### src/rtl/rp_8bit_pcint_pkg.sv
// Shared constants for the rp_8bit_pcint pin-change interrupt controller.
// Holds the register slot indices used by the one-hot I/O select lines, the
// bit positions inside the CTL register and the input filter depth.
package rp_8bit_pcint_pkg;

  localparam int REG_MSK = 0;
  localparam int REG_CTL = 1;
  localparam int REG_CAP = 2;

  localparam logic [2:0] SEL_MSK = 3'b001;
  localparam logic [2:0] SEL_CTL = 3'b010;
  localparam logic [2:0] SEL_CAP = 3'b100;

  localparam int PCIF_BIT = 0;
  localparam int PCIE_BIT = 1;

  // Number of consecutive equal samples the optional filter requires.
  localparam int FLT_LEN = 2;

endpackage

### src/rtl/rp_8bit_pcint_if.sv
// I/O peripheral bus for rp_8bit_pcint: one-hot read/write slot selects,
// 8-bit write data and combinational 8-bit read data.
//   io_re[2:0]  one-hot read select  (bit0 MSK, bit1 CTL, bit2 CAP)
//   io_we[2:0]  one-hot write select (same mapping)
//   io_dw[7:0]  write data
//   io_dr[7:0]  read data
// master drives selects and write data; slave returns read data.
interface rp_8bit_pcint_if;
  logic [2:0] io_re;
  logic [2:0] io_we;
  logic [7:0] io_dw;
  logic [7:0] io_dr;

  modport master (output io_re, output io_we, output io_dw, input io_dr);
  modport slave  (input io_re, input io_we, input io_dw, output io_dr);
endinterface

### src/rtl/rp_8bit_pcint_edge.sv
// Per-pin change detector for rp_8bit_pcint.
// Keeps the previous (optionally filtered) pin level and flags a change when
// the pin is enabled in the mask and the controller is primed after reset.
// Optional macro RP_8BIT_PCINT_FILTER_EN: the level must be seen for FLT_LEN
// consecutive samples before it is accepted, so short pulses are ignored.
// Ports:
//   clk, rst  clock, asynchronous active-high reset
//   pin       synchronized pin level
//   msk       pin enable
//   primed    set once the controller has left reset long enough
//   chg       change event for this pin (combinational)
module rp_8bit_pcint_edge
  import rp_8bit_pcint_pkg::*;
(
  input  logic clk,
  input  logic rst,
  input  logic pin,
  input  logic msk,
  input  logic primed,
  output logic chg
);

`ifdef RP_8BIT_PCINT_FILTER_EN
  localparam int SW = FLT_LEN - 1;

  logic [SW-1:0] smp_q;
  logic          pin_q;
  logic          stable;

  // The live pin plus the SW stored samples must all agree.
  assign stable = (smp_q == {SW{pin}});

  always_ff @(posedge clk or posedge rst) begin
    if (rst) begin
      smp_q <= '0;
      pin_q <= 1'b0;
    end else begin
      smp_q <= (smp_q << 1) | SW'(pin);
      if (stable) pin_q <= pin;
    end
  end

  // Change is reported in the cycle the new level is confirmed, so the
  // flag lands on the same edge that updates pin_q.
  assign chg = stable & (pin ^ pin_q) & msk & primed;
`else
  logic pin_q;

  always_ff @(posedge clk or posedge rst) begin
    if (rst) pin_q <= 1'b0;
    else     pin_q <= pin;
  end

  assign chg = (pin ^ pin_q) & msk & primed;
`endif

endmodule

### src/rtl/rp_8bit_pcint.sv
// rp_8bit_pcint: pin-change interrupt controller downstream of a GPIO port.
// Detects toggles on enabled pins, latches a pending flag (PCIF) and a per-pin
// capture vector, and drives a level interrupt request gated by PCIE.
// Optional macro RP_8BIT_PCINT_FILTER_EN adds a per-pin stability filter.
// Parameters: PDW monitored pin count (1..8), ADR informational base address.
// Ports:
//   clk, rst  clock, asynchronous active-high reset
//   bus       I/O register bus (slave): MSK, CTL {PCIE,PCIF}, CAP
//   pin       synchronized pin levels
//   irq_req   level interrupt request (pcif & pcie)
//   irq_ack   single-cycle acknowledge, clears pcif
module rp_8bit_pcint
  import rp_8bit_pcint_pkg::*;
#(
  parameter int         PDW = 8,
  parameter logic [5:0] ADR = 6'h00
)(
  input  logic                 clk,
  input  logic                 rst,
  rp_8bit_pcint_if.slave       bus,
  input  logic [PDW-1:0]       pin,
  output logic                 irq_req,
  input  logic                 irq_ack
);

  if (PDW < 1 || PDW > 8 || ADR > 6'h3F) begin : g_bad_cfg
    $error("rp_8bit_pcint: PDW must be 1..8");
  end

`ifdef RP_8BIT_PCINT_FILTER_EN
  localparam int PRIME_LEN = FLT_LEN;
`else
  localparam int PRIME_LEN = 1;
`endif
  localparam logic [1:0] PRIME_LAST = 2'(PRIME_LEN - 1);

  logic [PDW-1:0] msk;
  logic [PDW-1:0] cap;
  logic [PDW-1:0] chg;
  logic [PDW-1:0] cap_clr;
  logic           pcif;
  logic           pcie;
  logic           primed;
  logic [1:0]     prime_cnt;
  logic [7:0]     msk_rd;
  logic [7:0]     ctl_rd;
  logic [7:0]     cap_rd;

  for (genvar i = 0; i < PDW; i++) begin : g_edge
    rp_8bit_pcint_edge u_edge (
      .clk    (clk),
      .rst    (rst),
      .pin    (pin[i]),
      .msk    (msk[i]),
      .primed (primed),
      .chg    (chg[i])
    );
  end

  // Hold off detection until the pin history holds real post-reset samples.
  always_ff @(posedge clk or posedge rst) begin
    if (rst) begin
      prime_cnt <= '0;
      primed    <= 1'b0;
    end else if (!primed) begin
      if (prime_cnt == PRIME_LAST) primed <= 1'b1;
      prime_cnt <= prime_cnt + 2'd1;
    end
  end

  assign cap_clr = bus.io_we[REG_CAP] ? bus.io_dw[PDW-1:0] : '0;

  // New events win over acknowledge and write-1-to-clear.
  always_ff @(posedge clk or posedge rst) begin
    if (rst) begin
      msk  <= '0;
      pcie <= 1'b0;
      pcif <= 1'b0;
      cap  <= '0;
    end else begin
      if (bus.io_we[REG_MSK]) msk  <= bus.io_dw[PDW-1:0];
      if (bus.io_we[REG_CTL]) pcie <= bus.io_dw[PCIE_BIT];
      if (|chg)
        pcif <= 1'b1;
      else if (irq_ack || (bus.io_we[REG_CTL] && bus.io_dw[PCIF_BIT]))
        pcif <= 1'b0;
      cap <= (cap & ~cap_clr) | chg;
    end
  end

  assign irq_req = pcif & pcie;

  always_comb begin
    msk_rd = '0;
    msk_rd[PDW-1:0] = msk;
    cap_rd = '0;
    cap_rd[PDW-1:0] = cap;
    ctl_rd = '0;
    ctl_rd[PCIF_BIT] = pcif;
    ctl_rd[PCIE_BIT] = pcie;
    case (bus.io_re)
      SEL_MSK: bus.io_dr = msk_rd;
      SEL_CTL: bus.io_dr = ctl_rd;
      SEL_CAP: bus.io_dr = cap_rd;
      default: bus.io_dr = 'x;
    endcase
  end

endmodule
### src/flat_wrapper.sv
// flat-port wrapper written by rule: the top's interface ports become plain ports
module rp_8bit_pcint_flat import rp_8bit_pcint_pkg::*;
#(
  parameter int         PDW = 8,
  parameter logic [5:0] ADR = 6'h00
)
  (clk, rst, pin, irq_req, irq_ack, bus_io_re, bus_io_we, bus_io_dw, bus_io_dr);
  rp_8bit_pcint_if bus_i ();
  input  logic clk;
  input  logic rst;
  input  logic [PDW-1:0] pin;
  output logic irq_req;
  input  logic irq_ack;
  input wire logic [$bits(bus_i.io_re)-1:0] bus_io_re;
  input wire logic [$bits(bus_i.io_we)-1:0] bus_io_we;
  input wire logic [$bits(bus_i.io_dw)-1:0] bus_io_dw;
  output wire logic [$bits(bus_i.io_dr)-1:0] bus_io_dr;
  assign bus_i.io_re = bus_io_re;
  assign bus_i.io_we = bus_io_we;
  assign bus_i.io_dw = bus_io_dw;
  assign bus_io_dr = bus_i.io_dr;
  rp_8bit_pcint #(.PDW(PDW), .ADR(ADR)) u_core (.clk(clk), .rst(rst), .bus(bus_i), .pin(pin), .irq_req(irq_req), .irq_ack(irq_ack));
endmodule
### config.mk
export PLATFORM = sky130hd
export DESIGN_NAME = rp_8bit_pcint_flat
export DESIGN_NICKNAME = d
export VERILOG_FILES = /design/src/rtl/rp_8bit_pcint_pkg.sv /design/src/rtl/rp_8bit_pcint_if.sv /design/src/rtl/rp_8bit_pcint_edge.sv /design/src/rtl/rp_8bit_pcint.sv /design/src/flat_wrapper.sv
export SDC_FILE = /design/constraint.sdc
export NUM_CORES = 1
export LEC_CHECK = 0
export CORE_MARGIN = 2
export CORE_UTILIZATION = 48
export DETAILED_ROUTE_END_ITERATION = 10
export HOLD_SLACK_MARGIN = 0.1
export PLACE_DENSITY = 0.88
export SLEW_MARGIN = 20
export SYNTH_ARGS = -nofsm -noshare
export SYNTH_HDL_FRONTEND = slang
export SYNTH_HIERARCHICAL = 1
export SYNTH_SLANG_ARGS = --single-unit
### constraint.sdc
create_clock -name clk -period 1.5 [get_ports clk]
set_clock_uncertainty 0.2 [all_clocks]
set_input_delay 0.3 -clock clk [delete_from_list [all_inputs] [get_ports clk]]
set_output_delay 0.3 -clock clk [all_outputs]
set_load 0.005 [all_outputs]
==> results.yml <==
die:
  num_rows: 19
  die-area_sq_um: 3398
  die_w_um: 58.30
  start_util: 0.5088
  die_h_um: 58.30
  core_sq_um: 2781
  ios: 34
power_and_ir_drop:
  ir_worst_vdd_uv: 864.7
  powerDensity_nw_per_um2: 918.2
  p_leak_nw: 1.088
global_routing:
  grt-ovfl-total: 0
  antenna_found_initial: 0
  grt_max_degree: 22
  grt_pass1_vias: 1477
  grt_pass1_wl_mm: 6.561
  track_usage: 0.2673
timing:
  relSlewSlack: 0.8128
  worst_slack_ps: -272.8
  finalCriticalPeriod_ps: 1773
  setup_viol: 9
  finalHoldViolations: 0
  slew_viol_final: 0
  finalCritPeriodShare: 1.182
  max_freq_mhz: 564.1
  rsz0062_at_grt: "yes"
  tightest_slew_ps: 280.8
critical_path:
  crit_chain: "and2b_2 -> a21oi_2 -> o21ai_1 -> buf_2"
  cp.required_ps: 1000
  reg2reg_slack_ps: 30
  worst-path-max-fanout: 2
  cp-start-kind: "flop"
  end_kind: "primary output"
  cp.arrival_ps: 1270
  cpPeakStageDelay_ps: 410
  critPathKind: "reg -> out"
  slowest_stage: "dfrtp_1"
yosys:
  yosysUniqueCellTypes: 27
  synth_seq_area_share: 0.5128
  synthArstFlopShare: 1.000
  synth_area_per_cell_sq_um: 10.48
  syn_area_sq_um: 1415
  netlist_instances: 135
  ys_seq_elements: 29
  ys_warn_count: 6
  synth_nets: 161
  synthFlopType: "dfrtp_1"
  synth_edf_count: 0
cells_and_area:
  multi_input_area_sq_um: 715.7
  layout-drive-gt1-share: 0.4327
  final_cells: 239
  fin_nets: 233
  final_util: 0.7877
  diodes: 0
  seq_area_sq_um: 725.7
  syn2layout_area_growth_pct: 54.82
  fillers: 183
routing:
  viasPerCell: 5.427
  wl_per_cell_um: 16.71
  ant_nets: 0
  vias: 1297
  drt_iter0_drc: 53
  routed_wl_mm: 3.994
  drc_errors: 0
  dr.pass1.iters: 4
place:
  dp.cells: 227
  dp_hpwl_mm: 2.736
  numPortBuffers: 33
  place.gp.congestion: 0.8207
run_status:
  outcome: "finished with violations"
  violations: "negative setup slack"
clocking:
  htreeDepth: 2
  path_clk_slew_ps: 100
  clockBufferDepth: 2
  cts.root.buffer_cell: "clkbuf_4"
  cts_buffers: 5
  cts_tree: "yes"
  clock_latency_ps: 330
  cts.sinks: 29
flow_run:
  maxCapViolCount: 0
hold_path:
  hp-class: "in -> reg"
cell usage in the layout (no fill, tap or decap), types with 6 or more instances in the layout:
| cell | count |
|---|---|
| buf_4 | 30 |
| dfrtp_1 | 29 |
| clkdlybuf4s50_1 | 20 |
| nand2_1 | 16 |
| inv_1 | 11 |
| mux2_2 | 10 |
| buf_2 | 9 |
| a21o_1 | 8 |
| xor2_1 | 8 |
| and3_1 | 8 |
| a21oi_2 | 6 |
Yosys cell counts, drive strengths merged, types with 2 or more instances:
library cell,count,share of area
nor2b,5,0.024
nor4,2,0.0088
and2,3,0.015
nor3b,2,0.011
a21o,9,0.048
nand2,17,0.045
xor2,8,0.050
dfrtp,29,0.51
and2b,2,0.012
a21oi,6,0.021
mux2,10,0.080
inv,11,0.029
o211ai,2,0.011
and3,8,0.035
buf,4,0.023
o21ai,10,0.035
final cells by class:
cell class | instances | share of cell area
sequential | 29 | 0.3312
multi-input combinational | 90 | 0.3267
tap | 31 | 0.01770
clock inverter | 1 | 0.002284
inverter | 11 | 0.01885
timing repair buffer | 70 | 0.2736
clock buffer | 7 | 0.02970
flip-flops by register name, summed over array words and instances (netlist names):
register and count:
u_core/msk 8, u_core/prime_cnt 2, u_core/pcif 1, u_core/g_edge.u_edge/pin_q 8, u_core/primed 1, u_core/pcie 1, u_core/cap 8
report_power, final:
| part | switching [mW] | internal (mW) |
|---|---|---|
| Clock | 0.274 | 0.271 |
| Sequential | 0.0550 | 0.859 |
| Combinational | 0.221 | 0.332 |
logic make-up (layout without fill, tap and decap cells):
logic type | Yosys count | count (layout) | share of synthesized area
DFF | 29 | 29 | 0.5128
and+or+nand+nor | 43 | 43 | 0.1671
adders and majority gates | 1 | 1 | 0.008840
muxes | 10 | 10 | 0.07958
buffers and inverters | 16 | 89 | 0.06101
AOI/OAI and AO/OA | 27 | 27 | 0.1149
xor gates and xnor gates | 9 | 9 | 0.05571
repair_timing:
item,CTS,global route
endpoints found under the hold margin,8,1
gates resized for setup,74,7
setup buffers,3,1
endpoints found under the setup margin,10,10
pin swaps,10,6
hold buffers,1,1
stage by stage:
stage               power, mW  TNS (ps)  hold WS (ps)  setup WS [ps]  area (sq um)
floorplan               1.107         0        -171.3          149.0          1415
finish                  2.012     -1682         249.1         -272.8          2191
detailed placement      1.417     -8976         268.1         -882.9          1987
CTS                     1.993     -1677         253.0         -233.4          2161
global route            2.105     -2234         243.0         -324.1          2191
global placement        1.389     -8465         251.3         -839.6          1987
path summary, 6_finish.rpt:
path,depth (start not counted),startpoint,to
worst min register to register,1,u_core/prime_cnt[0]$_DFFE_PP0N_,u_core/prime_cnt[0]$_DFFE_PP0N_
max in group asynchronous,4,rst,u_core/pcif$_DFFE_PP0P_
worst min-delay path,1,pin[5],u_core/g_edge[5].u_edge/pin_q$_DFF_PP0_
worst max register to register,4,u_core/msk[5]$_DFFE_PP0P_,u_core/pcif$_DFFE_PP0P_
worst max-delay path,4,u_core/msk[2]$_DFFE_PP0P_,bus_io_dr[2]
min in group asynchronous,4,rst,u_core/g_edge[2].u_edge/pin_q$_DFF_PP0_
per-layer routing:
layer  part of all wire  track usage  wire, um
met1               0.36       0.2914      1437
met2               0.54       0.4687      2151
met3              0.063      0.08132       252
met4              0.038       0.1329       153
met5                  0            0         0
worst max-delay path: cells and delay by family (launching register included):
| family | cells | cell delay, ps |
|---|---|---|
| AOI/OAI and AO/OA | 2 | 180 |
| buffers and inverters | 1 | 120 |
| DFF | 1 | 410 |
| and+or+nand+nor | 1 | 220 |
No activity file was read; power rests on OpenSTA's default activity.
